`config.mk`:
```
export PLATFORM = sky130hd
export DESIGN_NAME = mul_pipe_unit_flat
export DESIGN_NICKNAME = d
export VERILOG_FILES = /design/src/rtl/mul_pkg.sv /design/src/rtl/mul_pipe_unit_if.sv /design/src/rtl/mul_pp_gen.sv /design/src/rtl/mul_pipe_unit.sv /design/src/flat_wrapper.sv
export SDC_FILE = /design/constraint.sdc
export NUM_CORES = 2
export LEC_CHECK = 0
export BUFFER_PORTS_ARGS = -buffer_cell sky130_fd_sc_hd__buf_4
export CORE_ASPECT_RATIO = 1.2
export CORE_MARGIN = 1
export CORE_UTILIZATION = 60
export CTS_CLUSTER_SIZE = 16
export DETAILED_ROUTE_END_ITERATION = 6
export GPL_TIMING_DRIVEN = 1
export PLACE_DENSITY = 0.81
export RECOVER_POWER = 50
export SYNTH_ARGS = -nofsm -noshare
export SYNTH_HDL_FRONTEND = slang
export SYNTH_SLANG_ARGS = --single-unit
```
`constraint.sdc`:
```
create_clock -name clk_i -period 17.5 [get_ports clk_i]
set_input_delay 2.625 -clock clk_i [delete_from_list [all_inputs] [get_ports clk_i]]
set_output_delay 2.625 -clock clk_i [all_outputs]
set_load 0.02 [all_outputs]
```
`src/rtl/mul_pkg.sv`:
```
// Shared definitions for the pipelined multiply unit: op encodings, the
// width-independent stage control payload, and operand signedness helpers.
// No logic of its own; imported by the interface and the top.
package mul_pkg;

  typedef enum logic [1:0] {
    MUL_OP_MUL    = 2'b00,
    MUL_OP_MULH   = 2'b01,
    MUL_OP_MULHSU = 2'b10,
    MUL_OP_MULHU  = 2'b11
  } mul_op_e;

  // Control carried through stage 1 alongside the partial products.
  typedef struct packed {
    logic    neg;
    mul_op_e op;
  } mul_ctl_t;

  // rs1 is signed for MULH and MULHSU.
  function automatic logic x_signed(input mul_op_e op);
    return (op == MUL_OP_MULH) || (op == MUL_OP_MULHSU);
  endfunction

  // rs2 is signed for MULH only.
  function automatic logic y_signed(input mul_op_e op);
    return (op == MUL_OP_MULH);
  endfunction

endpackage

```
`src/rtl/mul_pipe_unit_if.sv`:
```
// Handshake bundle for the multiply unit: op request side and result side.
// master: op issuer / result consumer.  slave: the multiply unit.
// Both directions use valid/ready; a transfer happens when both are high.
interface mul_pipe_unit_if
  import mul_pkg::*;
#(
  parameter int DATA_WIDTH = 32,
  parameter int TAG_WIDTH  = 5
);

  logic                  in_valid_i;
  logic                  in_ready_o;
  mul_op_e               op_i;
  logic [DATA_WIDTH-1:0] x_i;
  logic [DATA_WIDTH-1:0] y_i;
  logic [TAG_WIDTH-1:0]  tag_i;
  logic                  out_valid_o;
  logic                  out_ready_i;
  logic [DATA_WIDTH-1:0] result_o;
  logic [TAG_WIDTH-1:0]  tag_o;

  modport master (
    output in_valid_i, op_i, x_i, y_i, tag_i, out_ready_i,
    input  in_ready_o, out_valid_o, result_o, tag_o
  );

  modport slave (
    input  in_valid_i, op_i, x_i, y_i, tag_i, out_ready_i,
    output in_ready_o, out_valid_o, result_o, tag_o
  );

endinterface

```
`src/rtl/mul_pp_gen.sv`:
```
// Four half-width limb multiplies of two unsigned magnitudes (combinational).
// Ports: x_i/y_i magnitudes in; pp_ll/pp_lh/pp_hl/pp_hh products out (W bits each).
// Latency 0; no flow control.
module mul_pp_gen #(
  parameter int DATA_WIDTH = 32
) (
  input  logic [DATA_WIDTH-1:0] x_i,
  input  logic [DATA_WIDTH-1:0] y_i,
  output logic [DATA_WIDTH-1:0] pp_ll_o,
  output logic [DATA_WIDTH-1:0] pp_lh_o,
  output logic [DATA_WIDTH-1:0] pp_hl_o,
  output logic [DATA_WIDTH-1:0] pp_hh_o
);

  localparam int W = DATA_WIDTH;
  localparam int H = W / 2;

  // Zero-extend each limb to W bits so an H x H product never truncates.
  logic [W-1:0] xl, xh, yl, yh;

  assign xl = {{H{1'b0}}, x_i[H-1:0]};
  assign xh = {{H{1'b0}}, x_i[W-1:H]};
  assign yl = {{H{1'b0}}, y_i[H-1:0]};
  assign yh = {{H{1'b0}}, y_i[W-1:H]};

  // pp_lh = x_lo*y_hi, pp_hl = x_hi*y_lo; both weigh 2^H.
  assign pp_ll_o = xl * yl;
  assign pp_lh_o = xl * yh;
  assign pp_hl_o = xh * yl;
  assign pp_hh_o = xh * yh;

endmodule

```
`src/rtl/mul_pipe_unit.sv`:
```
// Pipelined RV32M/RV64M multiplier (MUL, MULH, MULHSU, MULHU), one op per cycle.
// Latency: 2 register stages (partial products, then summed/selected result).
// Backpressure: each stage holds while blocked; in_ready_o = stage 1 can advance.
// Ports: clk_i, reset_i (async, active-high), bus (mul_pipe_unit_if.slave),
//   flush_i only when MUL_FLUSH_EN is defined (kills both stages, wins over accept).
module mul_pipe_unit
  import mul_pkg::*;
#(
  parameter int DATA_WIDTH = 32,
  parameter int TAG_WIDTH  = 5
) (
  input logic clk_i,
  input logic reset_i,
`ifdef MUL_FLUSH_EN
  input logic flush_i,
`endif
  mul_pipe_unit_if.slave bus
);

  localparam int W = DATA_WIDTH;
  localparam int H = W / 2;

  typedef struct packed {
    logic [W-1:0]         pp_ll;
    logic [W-1:0]         pp_lh;
    logic [W-1:0]         pp_hl;
    logic [W-1:0]         pp_hh;
    mul_ctl_t             ctl;
    logic [TAG_WIDTH-1:0] tag;
  } s1_t;

  typedef struct packed {
    logic [W-1:0]         result;
    logic [TAG_WIDTH-1:0] tag;
  } s2_t;

  // ---------------- stage 0: sign handling and limb products ----------------
  logic         x_neg, y_neg;
  logic [W-1:0] x_mag, y_mag;
  logic [W-1:0] pp_ll, pp_lh, pp_hl, pp_hh;

  assign x_neg = x_signed(bus.op_i) & bus.x_i[W-1];
  assign y_neg = y_signed(bus.op_i) & bus.y_i[W-1];
  // -2^(W-1) negates to itself, which is exactly its unsigned magnitude.
  assign x_mag = x_neg ? -bus.x_i : bus.x_i;
  assign y_mag = y_neg ? -bus.y_i : bus.y_i;

  mul_pp_gen #(.DATA_WIDTH(W)) u_pp_gen (
    .x_i    (x_mag),
    .y_i    (y_mag),
    .pp_ll_o(pp_ll),
    .pp_lh_o(pp_lh),
    .pp_hl_o(pp_hl),
    .pp_hh_o(pp_hh)
  );

  // ---------------- pipeline state ----------------
  logic s1_valid_q, s1_valid_d;
  logic s2_valid_q, s2_valid_d;
  s1_t  s1_q, s1_d;
  s2_t  s2_q, s2_d;

  // ---------------- stage 2 comb: sum, sign-correct, select ----------------
  logic [W:0]     mid_sum;
  logic [2*W-1:0] p_mag, p_fix;
  logic [W-1:0]   result_sel;

  always_comb begin
    // Middle terms summed in W+1 bits so their carry is kept.
    mid_sum    = {1'b0, s1_q.pp_lh} + {1'b0, s1_q.pp_hl};
    p_mag      = {s1_q.pp_hh, {W{1'b0}}}
               + {{(H-1){1'b0}}, mid_sum, {H{1'b0}}}
               + {{W{1'b0}}, s1_q.pp_ll};
    p_fix      = s1_q.ctl.neg ? -p_mag : p_mag;
    result_sel = (s1_q.ctl.op == MUL_OP_MUL) ? p_fix[W-1:0] : p_fix[2*W-1:W];
  end

  // ---------------- flow control and next state ----------------
  logic adv1, adv2, in_ready, accept;

  always_comb begin
    adv2     = !s2_valid_q || bus.out_ready_i;
    adv1     = !s1_valid_q || adv2;
`ifdef MUL_FLUSH_EN
    in_ready = adv1 && !flush_i;
`else
    in_ready = adv1;
`endif
    accept   = bus.in_valid_i && in_ready;

    s1_valid_d = adv1 ? accept : s1_valid_q;
    s1_d       = s1_q;
    if (accept) begin
      s1_d.pp_ll   = pp_ll;
      s1_d.pp_lh   = pp_lh;
      s1_d.pp_hl   = pp_hl;
      s1_d.pp_hh   = pp_hh;
      s1_d.ctl.neg = x_neg ^ y_neg;
      s1_d.ctl.op  = bus.op_i;
      s1_d.tag     = bus.tag_i;
    end

    s2_valid_d = adv2 ? s1_valid_q : s2_valid_q;
    s2_d       = s2_q;
    if (adv2 && s1_valid_q) begin
      s2_d.result = result_sel;
      s2_d.tag    = s1_q.tag;
    end

`ifdef MUL_FLUSH_EN
    if (flush_i) begin
      s1_valid_d = 1'b0;
      s2_valid_d = 1'b0;
    end
`endif
  end

  always_ff @(posedge clk_i or posedge reset_i) begin
    if (reset_i) begin
      s1_valid_q <= 1'b0;
      s2_valid_q <= 1'b0;
      s1_q       <= '0;
      s2_q       <= '0;
    end else begin
      s1_valid_q <= s1_valid_d;
      s2_valid_q <= s2_valid_d;
      s1_q       <= s1_d;
      s2_q       <= s2_d;
    end
  end

  assign bus.in_ready_o  = in_ready;
  assign bus.out_valid_o = s2_valid_q;
  assign bus.result_o    = s2_q.result;
  assign bus.tag_o       = s2_q.tag;

endmodule

```
`src/flat_wrapper.sv`:
```
// flat-port wrapper written by rule: the top's interface ports become plain ports
module mul_pipe_unit_flat import mul_pkg::*;
#(
  parameter int DATA_WIDTH = 32,
  parameter int TAG_WIDTH  = 5
)
  (clk_i, reset_i, bus_in_valid_i, bus_op_i, bus_x_i, bus_y_i, bus_tag_i, bus_out_ready_i, bus_in_ready_o, bus_out_valid_o, bus_result_o, bus_tag_o);
  mul_pipe_unit_if #(.DATA_WIDTH(DATA_WIDTH), .TAG_WIDTH(TAG_WIDTH)) bus_i ();
  input logic clk_i;
  input logic reset_i;
  input wire logic [$bits(bus_i.in_valid_i)-1:0] bus_in_valid_i;
  input wire logic [$bits(bus_i.op_i)-1:0] bus_op_i;
  input wire logic [$bits(bus_i.x_i)-1:0] bus_x_i;
  input wire logic [$bits(bus_i.y_i)-1:0] bus_y_i;
  input wire logic [$bits(bus_i.tag_i)-1:0] bus_tag_i;
  input wire logic [$bits(bus_i.out_ready_i)-1:0] bus_out_ready_i;
  output wire logic [$bits(bus_i.in_ready_o)-1:0] bus_in_ready_o;
  output wire logic [$bits(bus_i.out_valid_o)-1:0] bus_out_valid_o;
  output wire logic [$bits(bus_i.result_o)-1:0] bus_result_o;
  output wire logic [$bits(bus_i.tag_o)-1:0] bus_tag_o;
  assign bus_i.in_valid_i = bus_in_valid_i;
  assign bus_i.op_i = bus_op_i;
  assign bus_i.x_i = bus_x_i;
  assign bus_i.y_i = bus_y_i;
  assign bus_i.tag_i = bus_tag_i;
  assign bus_i.out_ready_i = bus_out_ready_i;
  assign bus_in_ready_o = bus_i.in_ready_o;
  assign bus_out_valid_o = bus_i.out_valid_o;
  assign bus_result_o = bus_i.result_o;
  assign bus_tag_o = bus_i.tag_o;
  mul_pipe_unit #(.DATA_WIDTH(DATA_WIDTH), .TAG_WIDTH(TAG_WIDTH)) u_core (.clk_i(clk_i), .reset_i(reset_i), .bus(bus_i));
endmodule
```
* Word level (Yosys, flattened, before mapping)
Index checks and enable logic that the tools add are counted.
** Storage, ports and cells
- Register bits :: 175
- Output and inout bits :: 39
- Word-level logic and storage cells :: 38
- Input bits :: 75
** Cells by class
- Multiplexer cells :: 4
- $mul :: 4
- Reduce and logical (&&, ||, !) cells :: 8
- Add/subtract/negate cells :: 6
- Bitwise operators :: 3
- Equal/unequal tests :: 2
** Operator list (count)
- multiplier 16 x 16 -> 32 bit :: 4
- 2-to-1 mux 32 bit :: 3
- adder 64 x 32 -> 64 bit :: 1
- adder 64 x 49 -> 64 bit :: 1
- 2-to-1 mux 64 bit :: 1
- negator 32 bit :: 2
- negator 64 bit :: 1
- adder 32 x 32 -> 33 bit :: 1
- logical OR 1 bit :: 3
- bitwise AND 1 bit :: 2
- equality test 2 x 1 -> 1 bit, second input constant :: 1
- equality test 2 bit, second input constant :: 1
- logical AND 1 bit :: 2
- zero test 1 bit :: 2
- zero test 2 bit :: 1
- bitwise XOR 1 bit :: 1

* Longest topological paths before layout
- Depth in word-level cells :: 6
- Gate-level depth with buffers :: 36
- Depth with buffers taken out :: 34

* Modules after synthesis
From an unflattened synthesis, not the netlist that was laid out.
** Unflattened totals
- Cell total of the unflattened synthesis :: 5563
- Area, all modules :: 47992.3 um^2
** By module, submodules not included
- mul_pp_gen :: instances 1, cells an instance 4015, area each 34196.5 um^2, seq. area each 0.0 um^2
- mul_pipe_unit :: instances 1, cells an instance 1548, area each 13795.7 um^2, seq. area each 4379.2 um^2

* Worst setup path before layout
No wires, ideal clock.
- Path type :: in2reg
- Start point :: input port bus_x_i[0]
- End point :: register u_core.s1_q[70] in the netlist's numbering
- Arrival :: 11.218 ns
- Cell stages on the path :: 31
- Required time :: 17.367 ns
- Slack :: 6.149 ns
- Buffers on the path :: 2
- Library setup time :: 0.133 ns
- Cell sequence :: clkbuf_1 -> inv_2 -> clkbuf_1 -> ha_1 -> nand2_1 -> nor4_1 -> nand3b_1 -> o21ai_0 -> o21ai_0 -> xor2_1 -> nand2_1 -> fa_1 -> fa_1 -> fa_1 -> fa_1 -> inv_1 -> fa_1 -> inv_1 -> fa_1 -> inv_1 -> ha_1 -> and2_1 -> o21ai_0 -> o31ai_1 -> o41ai_1 -> o22ai_1 -> o41ai_2 -> nor3_1 -> a2111oi_0 -> xor2_1 -> o21ai_0
** Between the ends
- Word-level cells in the longest chain between the ends :: 3
** RTL lines
- start: declaration :: line flat_wrapper.sv:13 : input wire logic [$bits(bus_i.x_i)-1:0] bus_x_i;
- negator 32 bit :: line mul_pipe_unit.sv:45 : assign x_mag = x_neg ? -bus.x_i : bus.x_i;
- 2-to-1 mux 32 bit :: line mul_pipe_unit.sv:45
- multiplier 16 x 16 -> 32 bit :: line mul_pp_gen.sv:29 : assign pp_hl_o = xh * yl;
- end signal: assignment :: line mul_pipe_unit.sv:122 : s1_q <= '0;
- end signal: assignment :: line mul_pipe_unit.sv:127 : s1_q <= s1_d;
- end: declaration :: line mul_pipe_unit.sv:60 : s1_t s1_q, s1_d;
No other way between the ends.
A chain may end at the register's enable or synchronous reset.

* Worst setup path in the final report
Ends and elaborated chain as after synthesis.

==> run metrics <==
period utilisation layout=0.7569; multiplexer share of the synthesized area=0.007969; Max-Cap Viols=5; placed wire-length estimate=112,100 microns; commonest non-fill, non-tap cell in the layout=inv_1; Setup crit end kind=flop; Hold Path End=u_core.bus.tag_o[4]$_DFFE_PP0P_; Clock Skews=0.02320 ns; Port-buffer cells=113; P&R area growth vs syn=6.752%; sequential area share after synthesis=0.09552; clock-pin slew on the worst setup and hold paths=0.08 ns; Post-DRT Antenna Nets=0; # Post-CTS Setup Buffers=0; chip width=254.3 microns; H-tree levels=4; finished layout cell area=0.04894 sq mm; clk_lat worst skew=0.48 ns; Hold Fails Final Rpt=0; initial antenna violation count=7; # IOs=114; slowest CP cell=xor2_1; failing checks=capacitance limit, slew limit; Vias=39,049; crit path buf inv count=6; die area=0.07752 sq mm; grt total ovfl=0; CP Data Required Time=17.82 ns; number of core rows=110; Avg Inst Size Synth=8.349 sq um; most frequent cells in the layout=949 x inv_1, 817 x nand2_1, 778 x fa_1, 626 x nor2_1, 485 x ha_1; largest net degree at the start of global routing=100; CP max FO=25; Max Fclk=0.07549 GHz; pin slew with the least headroom to its limit=3.923 ns; Synth Area in Adders=0.4721; Nets=6,860; CP Launch Type=input port; Mapped Area=0.04584 sq mm; post-synthesis register bit count=175; Setup-failing EPs final=0; layout cell share with drive strength beyond 1=0.06667; M1 GR Usage=0.4699; Post-Syn Nets=6,829; Critical Path Most Common Cell=fa_1; post-layout min period=13.25 ns; Top Usage Layer GRT=met2; residual DRC count=0; Synth Area in XOR/XNOR=0.06209; Post-Synthesis Cells=5,491; Via density=5.964; initial core utilization=0.6089; Worst Hold Depth=2; library cells used by synthesis=96; Synth area leaders=fa_1 34%, ha_1 13%, dfrtp_1 9.6%; CTS Buf Count=17; grt met3 use=0.09113; post_cts resized=0; EDFF count, synth=0; R2R setup slack=9.56 ns; asr flop ratio synth=1.000; area of the core=0.07528 sq mm; GRT Total Usage=0.3818; Hold WS=0.4682 ns; Yosys warning count=0; reg2reg path depth=28; largest family of logic cells by synthesized area=adder cells; RSZ-0062 raised after global routing=no; Compound-Gate Fraction of Synth Area=0.1005; routed length per instance=21.93 microns; post-synth top area share=0.3397; 1st-pass router iterations=5; first-pass GRT wire length=223,300 microns; dpl cells=6,510; status=finished, violations left; Worst R2R Start=u_core.s1_q[72]$_DFFE_PP0P_; r2r endpoint=u_core.bus.result_o[31]$_DFFE_PP0P_; Clock Tree Root=clkbuf_16; Synth area leader=fa_1; Routability Congestion=1.005; final cell count without fillers=6,547; CTS tree=built; kind of critical path=input port to flop; Post-CTS Hold Buffers=0; GR Layer Usage met2=0.6001; Die Ht=304.8 microns; Area after DPL=0.04836 sq mm; Slew headroom=-1.615; prevailing post-synth register cell=dfrtp_1; min-delay worst type=flop to flop; simple-gate area share of the yosys netlist=0.1636; setup_tns=0 ns; fill count=6,288; maximum buffer depth of the clock tree=2; Starting DRT DRC Count=3,725; Worst path top cell family by delay=adder cells; DRT Wirelength=143,600 microns; slowest stage delay, CP=0.79 ns; Final Max Tran Viols=300; TritonCTS Sinks=175; vias in the first global route=40,391; Hold Path Origin=u_core.s1_q[4]$_DFFE_PP0P_; crit path DAT=13.57 ns
kinds of logic after synthesis:
kind of cell / Yosys count
AND/OR/NAND/NOR: 1774
multiplexers: 33
XOR/XNOR: 325
AO/OA/AOI/OAI: 745
buffers and inverters: 1176
adder cells (fa/ha/maj): 1263
flip-flops: 175
state kept, by name, indices dropped and copies added, names as in the netlist:
| signal | flops |
|---|---|
| u_core.bus.out_valid_o | 1 |
| u_core.bus.result_o | 32 |
| u_core.bus.tag_o | 5 |
| u_core.s1_q | 136 |
| u_core.s1_valid_q | 1 |
metal layers:
metal | vias to the layer above | part of all wire | routed length, microns
li1 | 17297 | - | -
met1 | 18936 | 0.36 | 52220
met2 | 2221 | 0.45 | 64380
met3 | 587 | 0.11 | 16020
met4 | 8 | 0.076 | 10940
met5 | - | 0.00031 | 45
cells in the mapped netlist (6+ instances only):
cell type and n:
nor4_1 16, a311oi_1 6, o41ai_1 11, clkbuf_1 209, xnor2_1 179, a31oi_1 22
nand3_1 39, nor3b_1 6, o211ai_1 16, a221oi_1 8, a211oi_1 19, fa_1 778
o31ai_1 42, o21a_1 23, ha_1 485, nand4_1 30, mux2_2 28, dfrtp_1 175
xor2_1 146, nand2b_1 40, and4_1 6, nand2_1 817, a21oi_1 200, or3_1 25
inv_1 950, and3_1 19, nor3_1 58, or4_1 8, o21bai_1 34, nor2b_1 18
o21ai_0 239, or2_2 12, a21o_1 54, and2_1 19, nand3b_1 6, nor2_1 627
per-stage QoR:
step,setup WS (ns),utilization
after global placement,4.202,0.6424
after floorplan,6.149,-
after global routing,3.669,0.6500
final,4.254,0.6501
after detailed placement,3.959,0.6424
after CTS,4.412,0.6507
worst min-delay path, delay by kind of cell (launching register included):
kind          cells  cell delay [ns]
simple gates      2             0.10
flops             1             0.34
layout make-up:
cell class                      instances  area (sq um)  share of cell area
Multi-Input combinational cell       4140         37370              0.7635
Sequential cell                       175          4380             0.08951
Inverter                              952          3575             0.07304
Timing Repair Buffer                  236          1720             0.03515
Tap cell                             1008          1261             0.02577
Clock buffer                           17         425.4            0.008693
Clock inverter                         15         201.4            0.004116
Antenna cell                            4         10.01           0.0002045
worst max-delay path by stage:
stage	start	to	slack, ns	cells after the start
after floorplan	bus_x_i[0]	u_core.s1_q[70]$_DFFE_PP0P_	6.15	31
after global placement	bus_x_i[0]	u_core.s1_q[70]$_DFFE_PP0P_	4.20	31
after detailed placement	bus_x_i[0]	u_core.s1_q[70]$_DFFE_PP0P_	3.96	31
after CTS	bus_x_i[0]	u_core.s1_q[70]$_DFFE_PP0P_	4.41	31
after global routing	bus_x_i[0]	u_core.s1_q[70]$_DFFE_PP0P_	3.67	31
final	bus_x_i[0]	u_core.s1_q[70]$_DFFE_PP0P_	4.25	31
Power is not shown: default switching activity piles up to over one toggle a cycle in this logic, so the estimate is an artifact.
